==> config.mk <==
export PLATFORM = sky130hd
export DESIGN_NAME = idct4_transpose_buf
export DESIGN_NICKNAME = d
export VERILOG_FILES = /design/src/rtl/idct4_transpose_buf.sv
export SDC_FILE = /design/constraint.sdc
export NUM_CORES = 1
export LEC_CHECK = 0
export CORE_ASPECT_RATIO = 0.5
export CORE_UTILIZATION = 25
export DETAILED_ROUTE_END_ITERATION = 7
export SETUP_SLACK_MARGIN = 0.15
export SYNTH_ARGS = -nofsm -noshare
export SYNTH_HDL_FRONTEND = slang
export SYNTH_SLANG_ARGS = --single-unit
export TNS_END_PERCENT = 50
==> constraint.sdc <==
create_clock -name ap_clk -period 7.3 [get_ports ap_clk]
set_input_delay 1.095 -clock ap_clk [delete_from_list [all_inputs] [get_ports ap_clk]]
set_output_delay 1.095 -clock ap_clk [all_outputs]
set_load 0.01 [all_outputs]
==> src/rtl/idct4_transpose_buf.sv <==
// Ping-pong 4x4 transpose buffer: rows in, columns out, two banks so one block
// fills while the other drains at one beat per cycle.
module idct4_transpose_buf #(
    parameter int unsigned WIDTH = 8
) (
    input  logic             ap_clk,
    input  logic             ap_rst_n,
    input  logic             in_valid,
    output logic             in_ready,
    input  logic [WIDTH-1:0] in_d0,
    input  logic [WIDTH-1:0] in_d1,
    input  logic [WIDTH-1:0] in_d2,
    input  logic [WIDTH-1:0] in_d3,
    output logic             out_valid,
    input  logic             out_ready,
    output logic [WIDTH-1:0] out_d0,
    output logic [WIDTH-1:0] out_d1,
    output logic [WIDTH-1:0] out_d2,
    output logic [WIDTH-1:0] out_d3,
    output logic             out_last
);

    // Sample storage, indexed [bank][row][col]; never reset.
    logic [WIDTH-1:0] r_mem [2][4][4];

    logic [1:0] r_full;
    logic       r_wr_bank;
    logic [1:0] r_wr_row;
    logic       r_rd_bank;
    logic [1:0] r_rd_col;

    logic [1:0] w_full_d;
    logic       w_wr_fire;
    logic       w_rd_fire;
    logic       w_wr_done;
    logic       w_rd_done;

    // Ready/valid come only from registered flags, never from the other side's handshake.
    assign in_ready  = ~r_full[r_wr_bank];
    assign out_valid = r_full[r_rd_bank];
    assign out_last  = out_valid & (r_rd_col == 2'd3);

    assign w_wr_fire = in_valid & in_ready;
    assign w_rd_fire = out_valid & out_ready;
    assign w_wr_done = w_wr_fire & (r_wr_row == 2'd3);
    assign w_rd_done = w_rd_fire & (r_rd_col == 2'd3);

    // Store the accepted row into the current write bank.
    always_ff @(posedge ap_clk) begin
        if (w_wr_fire) begin
            r_mem[r_wr_bank][r_wr_row][0] <= in_d0;
            r_mem[r_wr_bank][r_wr_row][1] <= in_d1;
            r_mem[r_wr_bank][r_wr_row][2] <= in_d2;
            r_mem[r_wr_bank][r_wr_row][3] <= in_d3;
        end
    end

    // Bank flags: completing write and completing read always target different banks,
    // so both updates apply together.
    always_comb begin
        w_full_d = r_full;
        if (w_wr_done) begin
            w_full_d[r_wr_bank] = 1'b1;
        end
        if (w_rd_done) begin
            w_full_d[r_rd_bank] = 1'b0;
        end
    end

    // Pointer and flag state; reset discards any partial or buffered block.
    always_ff @(posedge ap_clk or negedge ap_rst_n) begin
        if (!ap_rst_n) begin
            r_full    <= 2'b00;
            r_wr_bank <= 1'b0;
            r_wr_row  <= 2'd0;
            r_rd_bank <= 1'b0;
            r_rd_col  <= 2'd0;
        end else begin
            r_full <= w_full_d;
            if (w_wr_fire) begin
                r_wr_row <= r_wr_row + 2'd1;
            end
            if (w_wr_done) begin
                r_wr_bank <= ~r_wr_bank;
            end
            if (w_rd_fire) begin
                r_rd_col <= r_rd_col + 2'd1;
            end
            if (w_rd_done) begin
                r_rd_bank <= ~r_rd_bank;
            end
        end
    end

    // Column read mux; outputs forced to zero while no column is valid.
    always_comb begin
        out_d0 = '0;
        out_d1 = '0;
        out_d2 = '0;
        out_d3 = '0;
        if (out_valid) begin
            out_d0 = r_mem[r_rd_bank][0][r_rd_col];
            out_d1 = r_mem[r_rd_bank][1][r_rd_col];
            out_d2 = r_mem[r_rd_bank][2][r_rd_col];
            out_d3 = r_mem[r_rd_bank][3][r_rd_col];
        end
    end

endmodule

==> out/results.md <==
| Group | Quantity | This run |
| --- | --- | --- |
| global route | Largest net degree at the start of global routing | 67 |
| yosys | Predominant post-synthesis flop cell | sky130_fd_sc_hd__edfxtp_1 |
| drt | Detailed-route wire length per cell | 18.0 um |
| layout | Area Growth Syn to Fin | 17.9% |
| pwr | Leakage | 4.71 nW |
| drt | Post-detailed-routing wire length | 24300 um |
| global route | Most Used Layer, Global Route | met2 |
| floorplanning | Number of primary I/O pins | 71 |
| placement | Half-perimeter wire length of the detailed placement result | 14400 um |
| yosys | Cell type contributing the most total cell area after synthesis | sky130_fd_sc_hd__edfxtp_1 |
| drt | Violation count after the first detailed-route iteration | 332 |
| worst setup path | Dominant delay contributor by cell family on the critical path | flip-flops |
| worst setup path | Data arrival, critical path | 3.44 ns |
| floorplanning | Number of placement rows | 55 |
| worst setup path | CP max stage delay | 1.15 ns |
| yosys | Top area cells in the synthesized netlist | sky130_fd_sc_hd__edfxtp_1 66%, sky130_fd_sc_hd__mux2i_1 11%, sky130_fd_sc_hd__mux2_4 8.0% |
| drt | DRC Markers | 0 |
| min path | Path type of the worst min-delay path | flop to flop |
| placement | Global placer's final weighted congestion | 0.726 |
| cts | Number of cells upsized or downsized after cts | 0 |
| global route | Number of antenna violations at the first check in global routing | 0 |
| worst setup path | Max FO, Critical Path | 66 |
| status | Result of the run | complete, no violations |
| timing | Clock Skew | 0.0183 ns |
| global route | Met1 layer usage reported by global route | 0.121 |
| timing | Setup repair after global routing missed its margin | no |
| cts | Clock tree from TritonCTS | done |
| pwr | Worst supply voltage drop on vdd | 0.179 mV |
| worst setup path | Kind of start point of the critical path | flop |
| cts | Clk sink count | 264 |
| floorplanning | Die X | 308 um |
| global route | Global-route usage over all layers | 0.101 |
| floorplanning | Starting Density | 0.256 |
| cts | Root buf cell | sky130_fd_sc_hd__clkbuf_16 |
| cts | Depth of the CTS H-tree | 1 |
| layout | Most common cell after layout, fill and taps aside | sky130_fd_sc_hd__edfxtp_1 |
| placement | Pre-CTS setup slack | 3.27 ns |
| timing | Finish-stage setup viols | 0 |
| layout | Fraction of final layout cells with drive strength greater than 1 | 0.208 |
| floorplanning | Overall die height | 155 um |
| floorplanning | Core Footprint | 45600 sq um |
| timing | Final WS setup | 2.77 ns |
| drt | Via density per instance | 4.32 |
| layout | Count of antenna diodes in the layout | 0 |
| floorplanning | Area of the die | 47700 sq um |
| yosys | Gate count after technology mapping | 643 |
| yosys | Total standard cell area after synthesis | 11700 sq um |
| cts | Number of buffers created by CTS | 27 |
| worst setup path | Buffers plus inverters on the worst setup path | 2 |
| drt | Number of detailed-route iterations in the first pass | 4 |
| pwr | Total power per unit cell area | 361 nW/um^2 |
| global route | GRT overflow | 0 |
| worst setup path | Nature of the critical path endpoint | primary output |
| flow run | Number of maximum-capacitance violations | 0 |
| yosys | Flops & latches, synth | 264 |
| cts | Number of buffers inserted to repair setup after CTS | 0 |
| yosys | Sequential-to-total area share from yosys stat | 0.675 |
| timing | Share of the clock period used by the worst path | 0.621 |
| layout | Count of nets after finishing | 744 |
| timing | Number of max-slew violations in the final report | 0 |
| placement | Number of buffers inserted by port buffering | 70 |
| yosys | Top cell type's share of synthesized area | 0.658 |
| global route | Met3 track utilization from global routing | 0.0136 |
| yosys | Syn_nets | 684 |
| drt | Number of vias in the routed layout | 5833 |
| worst setup path | Critical path type | flop to primary output |
| cts | Hold buffer count at cts | 0 |
| timing | Final hold violations | 0 |
| global route | GRT met2 Usage | 0.190 |
| yosys | Average cell area after synthesis | 18.2 sq um |
| timing | Actual slew at the worst max-slew pin | 1.18 ns |
| yosys | Fraction of synthesis flops using an asynchronous set or reset pin | 0.0303 |
| timing | Setup Total Neg Slack | 0 ns |
| yosys | Count of distinct cell types in the synthesized netlist | 30 |
| yosys | Count of yosys warnings during synthesis | 0 |
| cts | Clock transition at the register clock pins on the worst setup and hold paths after CTS | 0.06 ns |
| global route | Vias in the first global route | 6248 |
| timing | Shortest period the worst path allows | 4.53 ns |
| cts | Max Buffers Root-to-Sink | 3 |
| timing | Max transition margin | 0.213 |
| worst setup path | Cell breakdown of the critical path | buf_12, mux2i_1, o22a_1, o221ai_1, clkdlybuf4s50_1 |
| global route | Wire length of the first global-routing pass | 37300 um |
| cts | Worst-Skew Late Latency | 0.53 ns |
| layout | Fill cells | 4430 |
| worst setup path | Crit-path slowest cell | sky130_fd_sc_hd__dfrtp_4 |
| yosys | EDFF count, synth | 256 |
| timing | Highest attainable clock frequency | 221 MHz |
| drt | Post-route ant nets | 0 |
| worst setup path | Crit path required time | 6.20 ns |
| layout | Most frequent cells in the layout | 256 x sky130_fd_sc_hd__edfxtp_1, 128 x sky130_fd_sc_hd__mux2i_1, 70 x sky130_fd_sc_hd__clkdlybuf4s50_1, 62 x sky130_fd_sc_hd__mux2_4, 37 x sky130_fd_sc_hd__mux2_2 |
| pwr | Overall power of the completed layout | 4.97 mW |
==> layer usage <==
layer	vias up	share of wire
met4	0	0.021
met3	36	0.026
met2	69	0.53
met5	-	0
met1	3022	0.42
li1	2706	-
==> per-stage QoR <==
stage          hold slack (ns)  area [sq um]   util  instances
2_1_floorplan            0.498         11700      -        643
3_3_place_gp             0.516         13000  0.284       1301
3_5_place_dp             0.549         13000  0.284       1301
4_1_cts                  0.560         13800  0.302       1349
5_1_grt                  0.587         13800  0.302       1349
6_report                 0.559         13800  0.302       1349
==> power by group <==
part | switching, mW | internal [mW] | total [mW]
clock | 0.533 | 0.748 | 1.28
sequential | 0.169 | 1.93 | 2.10
combinational | 0.791 | 0.799 | 1.59
total | 1.49 | 3.47 | 4.97
==> cells in the mapped netlist, types with 2 or more instances <==
library cell / number
sky130_fd_sc_hd__and2_1: 5
sky130_fd_sc_hd__and3_1: 4
sky130_fd_sc_hd__buf_12: 3
sky130_fd_sc_hd__buf_2: 18
sky130_fd_sc_hd__buf_6: 4
sky130_fd_sc_hd__buf_8: 4
sky130_fd_sc_hd__clkbuf_1: 20
sky130_fd_sc_hd__dfrtp_1: 8
sky130_fd_sc_hd__edfxtp_1: 256
sky130_fd_sc_hd__ha_1: 5
sky130_fd_sc_hd__inv_1: 2
sky130_fd_sc_hd__mux2_2: 37
sky130_fd_sc_hd__mux2_4: 62
sky130_fd_sc_hd__mux2i_1: 128
sky130_fd_sc_hd__nand2_1: 3
sky130_fd_sc_hd__nand3_1: 3
sky130_fd_sc_hd__nand3b_1: 2
sky130_fd_sc_hd__nor2b_1: 2
sky130_fd_sc_hd__o21ai_0: 2
sky130_fd_sc_hd__o221ai_1: 32
sky130_fd_sc_hd__o22a_1: 32
sky130_fd_sc_hd__xnor2_1: 3
==> state kept, by name, indices dropped and copies added (netlist names) <==
signal	count
r_mem	256
r_wr_row	2
r_rd_bank	1
r_full	2
r_wr_bank	1
r_rd_col	2
==> cell families (layout without fill, tap and decap cells) <==
family | count (synthesis) | count (layout) | share of synthesized area
compound gates | 69 | 69 | 0.0508
buf+inv | 52 | 131 | 0.0295
xor+xnor | 3 | 3 | 0.00225
fa+ha+maj | 5 | 5 | 0.00535
mux | 228 | 228 | 0.226
simple gates | 22 | 22 | 0.0111
flops | 264 | 264 | 0.675
==> layout make-up <==
| cell class | count | area, sq um | area share |
|---|---|---|---|
| Inverter | 2 | 7.51 | 0.000545 |
| Clock inverter | 12 | 105 | 0.00763 |
| Timing Repair Buffer | 81 | 796 | 0.0578 |
| Tap cell | 627 | 785 | 0.0569 |
| Sequential cell | 264 | 7890 | 0.573 |
| Clock buffer | 36 | 709 | 0.0515 |
| Multi-Input combinational cell | 327 | 3480 | 0.253 |
==> worst paths after layout <==
path | start | to | slack (ns) | cells past startpoint
worst max-delay path | r_rd_col[0] | out_d1[4] | 2.77 | 5
worst min-delay path | r_wr_row[0] | r_wr_row[0] | 0.56 | 1
worst max register to register | r_wr_bank | r_mem[0][3] | 3.76 | 3
worst min register to register | r_wr_row[0] | r_wr_row[0] | 0.56 | 1
max in group asynchronous | ap_rst_n | r_rd_col[0] | 6.14 | 1
min in group asynchronous | ap_rst_n | r_wr_row[1] | 0.85 | 1
==> worst reg2reg max path: stages (launching register included) <==
cell                      delay, ns
sky130_fd_sc_hd__dfrtp_1       0.71
sky130_fd_sc_hd__mux2i_2       0.48
sky130_fd_sc_hd__nand3_1       0.76
sky130_fd_sc_hd__nor2_4        1.18
Note: power is estimated with default switching activity, not from simulation.
==> RTL edit 1 (same settings) <==
Set the parameter `WIDTH` to 6 (it was 8).
--- a/src/rtl/idct4_transpose_buf.sv
+++ b/src/rtl/idct4_transpose_buf.sv
@@ -1,7 +1,7 @@
 // Ping-pong 4x4 transpose buffer: rows in, columns out, two banks so one block
 // fills while the other drains at one beat per cycle.
 module idct4_transpose_buf #(
-    parameter int unsigned WIDTH = 8
+    parameter int unsigned WIDTH = 6
 ) (
     input  logic             ap_clk,
     input  logic             ap_rst_n,
Ports: changed (8 resized); port bits go from 71 to 55. The function was not compared with the original's and may differ.
==> RTL edit 1 against the unedited design <==
Maximum frequency down 0.17%. Final cell count down 25%. Worst setup slack worse by 0.0078 ns. Power down 27%. Critical path depth unchanged. Clock power down 35%. Sequential share of layout area up 1.1 points. Sequential cell count down 64. Cell area down 26%. Area after synthesis down 26%. Combinational power down 26%. Hold slack worse by 0.015 ns. Count of clock-buffer cells in the layout down 13. Wire length down 22%. Critical path type unchanged. Largest power group unchanged.
==> RTL edit 1: results (changes against the unedited design) <==
| Metric | Value |
|---|---|
| M2 GR Usage | `19.5% (+0.47 points)` |
| Max Buffers Root-to-Sink | `2 (-1)` |
| Pleak | `0.00342 uW (-28%)` |
| Post-synthesis sequential area ratio | `68.6% (+1.1 points)` |
| Tot GR Track Use | `10.8% (+0.69 points)` |
| GP Congestion | `0.716 (-1.4%)` |
| Input/output buffers | `54 (-23%)` |
| Crit-path max FO | `55 (-17%)` |
| Place WS | `2.95 ns (-0.324 ns)` |
| Xor and xnor fraction of the mapped netlist area | `0.302% (+0.077 points)` |
| Detailed Route WL | `18800 um (-22%)` |
| Rel. slew slack | `16.0% (-5.3 points)` |
| Met1 WL | `7840 um (-23%)` |
| Drt pass-1 iters | `4 (unchanged)` |
| Mux contribution to synthesized area | `21.3% (-1.3 points)` |
| Initial antenna violation count | `1 (+1)` |
| Switch Pwr | `1100 uW (-26%)` |
| Non-Filler Instances | `1014 (-25%)` |
| Gate Count Post-Synth | `493 (-23%)` |
| Share of cells above drive strength 1 | `20.2% (-0.56 points)` |
| Area after DPL | `9710 um2 (-25%)` |
| Synth cell count leaders | `192 x edfxtp_1, 96 x mux2i_1, 67 x mux2_2` |
| Final Skew | `0.00969 ns (-0.00862 ns)` |
| Synth Area in Compound Gates | `5.22% (+0.14 points)` |
| CTS Buf Count | `17 (-37%)` |
| N_diodes | `0 (unchanged)` |
| Root Buffer | `clkbuf_16` |
| Clk_lat worst skew | `0.43 ns (-0.10 ns)` |
| Vias/cell | `4.42 (+2.3%)` |
| Met3 usage | `2.64% (+1.3 points)` |
| Library cells used by synthesis | `30 (unchanged)` |
| VDD IR max | `0.181 mV (+1.0%)` |
| Area contributors post-synth | `edfxtp_1 66%, mux2i_1 11%, mux2_2 8.7%` |
| Resized Gates After CTS | `0 (unchanged)` |
| Vias in the first global route | `4628 (-26%)` |
| Largest net degree at the start of global routing | `56 (-16%)` |
| Uppermost layer routed | `met5` |
| M1 GR Usage | `12.6% (+0.45 points)` |
| Nets | `572 (-23%)` |
| Cells after DPL | `985 (-24%)` |
| Async set or reset register ratio after synthesis | `4.00% (+0.97 points)` |
| Status | `completed` |
| Placed wire-length estimate | `11200 um (-22%)` |
| Pwr/cell area | `354 nW/um2 (-1.9%)` |
| First-pass GRT wire length | `28300 um (-24%)` |
| Top reg by flops | `r_mem` |
| Met2 routed WL | `9870 um (-24%)` |
| H-tree levels | `4 (+3)` |
| Met3 routed wirelength | `772 um (+23%)` |
| Yosys warning count | `0 (unchanged)` |
| Post-CTS Setup Bufs | `0 (unchanged)` |
| Post-Syn Nets | `526 (-23%)` |
| Class of the worst hold path | `register to register` |
| Max FFs per register | `192 (-25%)` |
| Drt initial violations | `255 (-23%)` |
| EDFF count, synth | `192 (-25%)` |
| Post-synthesis adder-cell area fraction | `0.719% (+0.18 points)` |
## RTL edit 1: cell count changes in the layout (fill, tap and decap cells not counted), moves of 2 or more
cell,unedited run,this run
and3_2,3,0
and3_1,1,4
clkbuf_1,9,6
mux2_4,62,8
mux2i_1,128,96
clkdlybuf4s50_1,70,54
o221ai_1,32,24
mux2_2,37,67
nand3_1,3,1
nand3_2,0,2
o22a_1,32,24
clkbuf_16,27,17
edfxtp_1,256,192
clkinv_1,7,3
## RTL edit 1: power by group through the flow
stage	Sequential (uW)	Clock, uW	Combinational (uW)
2_1_floorplan	1520	0	837
3_3_place_gp	1620	0	1170
3_5_place_dp	1630	0	1190
4_1_cts	1610	844	1190
5_1_grt	1630	889	1250
6_report	1610	832	1170
## RTL edit 1: final cells by class
| type | instances | area (um2) |
|---|---|---|
| Clock buffer | 23 | 448 |
| Clock inverter | 6 | 53.8 |
| Fill cell | 3331 | 23400 |
| Inverter | 2 | 7.51 |
| Multi-Input combinational cell | 255 | 2550 |
| Sequential cell | 200 | 5970 |
| Tap cell | 465 | 582 |
| Timing Repair Buffer | 63 | 608 |
## RTL edit 1: worst paths after layout
path	startpoint	to	slack, ns	depth (start not counted)
min in group asynchronous	ap_rst_n	r_full[1]	0.95	1
max reg2reg	r_wr_bank	r_mem[1][24]	3.70	3
min reg2reg	r_wr_row[0]	r_wr_row[0]	0.54	1
max in group asynchronous	ap_rst_n	r_rd_col[0]	6.05	1
max	r_rd_col[0]	out_d2[1]	2.76	5
min	r_wr_row[0]	r_wr_row[0]	0.54	1
## RTL edit 1: critical path, cell delays in order (launching register included)
cell             delay [ns]
dfrtp_4                1.04
buf_4                  0.72
mux2i_1                0.17
o22a_1                 0.23
o221ai_1               0.12
clkdlybuf4s50_1        0.60
==> RTL edit 2 (same flow settings) <==
Made on the original files. Make the reset (`ap_rst_n`) synchronous in one clocked block.
--- a/src/rtl/idct4_transpose_buf.sv
+++ b/src/rtl/idct4_transpose_buf.sv
@@ -68,7 +68,7 @@
     end
 
     // Pointer and flag state; reset discards any partial or buffered block.
-    always_ff @(posedge ap_clk or negedge ap_rst_n) begin
+    always_ff @(posedge ap_clk) begin
         if (!ap_rst_n) begin
             r_full    <= 2'b00;
             r_wr_bank <= 1'b0;
Behaviour: not the same (a bounded check fails within 10 cycles, from zero or initial values and one cycle with ap_rst_n low; the reset may be asserted at any time).
==> RTL edit 2 against the unedited design <==
Sequential cell count grew 1. Register-to-register slack gained 0.49 ns. Cell area grew 0.15%. Utilization grew 0.14 points. Wire length grew 5.5%. Area after synthesis shrank 0.65%. Synthesized cell count grew 7.8%. Via count grew 6.9%. Worst setup slack gained 0.056 ns. Final cell count grew 3.6%. Global-route usage grew 0.45 points. Critical endpoint is now out_d1[7].
Power is not compared: it rests on default switching activity, and its combinational part moved more than twofold at a synthesized area within 25%.
==> RTL edit 2: results (changes against the unedited design) <==
| Metric | Value |
|---|---|
| GP Congestion | `0.708 (-2.5%)` |
| FF-to-FF setup slack | `4.25 ns (+0.49 ns)` |
| Vias post-DR | `6234 (+6.9%)` |
| Met3 usage | `1.19% (-0.17 points)` |
| Async set or reset register ratio after synthesis | `0% (-3.0 points)` |
| Share of cells above drive strength 1 | `36.7% (+16 points)` |
| First-pass GRT wire length | `39000 um (+4.4%)` |
| Fill cells | `4441 (+0.25%)` |
| Nets | `794 (+6.7%)` |
| Status | `completed` |
| Post-Syn Nets | `734 (+7.3%)` |
| Routed len/inst | `18.3 um (+1.8%)` |
| Synth cell count leaders | `256 x edfxtp_1, 218 x mux2_2, 64 x o22ai_1` |
| Clk tree area frac | `6.01% (+0.10 points)` |
| Crit path largest cell delay | `0.79 ns (-0.36 ns)` |
| Non-clock inverter count | `10 (+8)` |
| Synth Area in Compound Gates | `4.18% (-0.90 points)` |
| CTS Buf Count | `28 (+3.7%)` |
| RR Startpoint | `r_wr_bank` |
| Largest net degree at the start of global routing | `59 (-12%)` |
| Mux contribution to synthesized area | `22.1% (-0.48 points)` |
| Met2 routed WL | `13600 um (+4.9%)` |
| Worst hold path stage count | `2 (+1)` |
| Cells after DPL | `1350 (+3.8%)` |
| Met3 routed wirelength | `639 um (+2.1%)` |
-- RTL edit 2: cell count changes in the layout (fill, tap and decap cells not counted), moves of 6 or more --
cell      unedited run  this run
o22a_1              32         0
nor2_4               1         7
nor3_1               0        32
o221ai_1            32         0
mux2_2              37       218
mux2_4              62         7
dfrtp_1              7         0
dfxtp_1              0         8
a21oi_1              0         9
inv_1                2         9
o22ai_1              0        64
o21ai_0              2         8
mux2i_1            128         0
-- RTL edit 2: metrics by stage --
step           worst slack, ns  hold slack (ns)
6_report                  2.82            0.531
3_5_place_dp              3.25            0.523
3_3_place_gp              3.28            0.499
5_1_grt                   2.57            0.571
4_1_cts                   2.68            0.532
2_1_floorplan             3.97            0.475
-- RTL edit 2: kinds of logic (layout without fill, tap and decap cells) --
kind of cell	after synthesis	after routing
flops	265	265
mux	226	226
compound gates	81	81
simple gates	58	58
buf+inv	58	136
fa+ha+maj	5	5
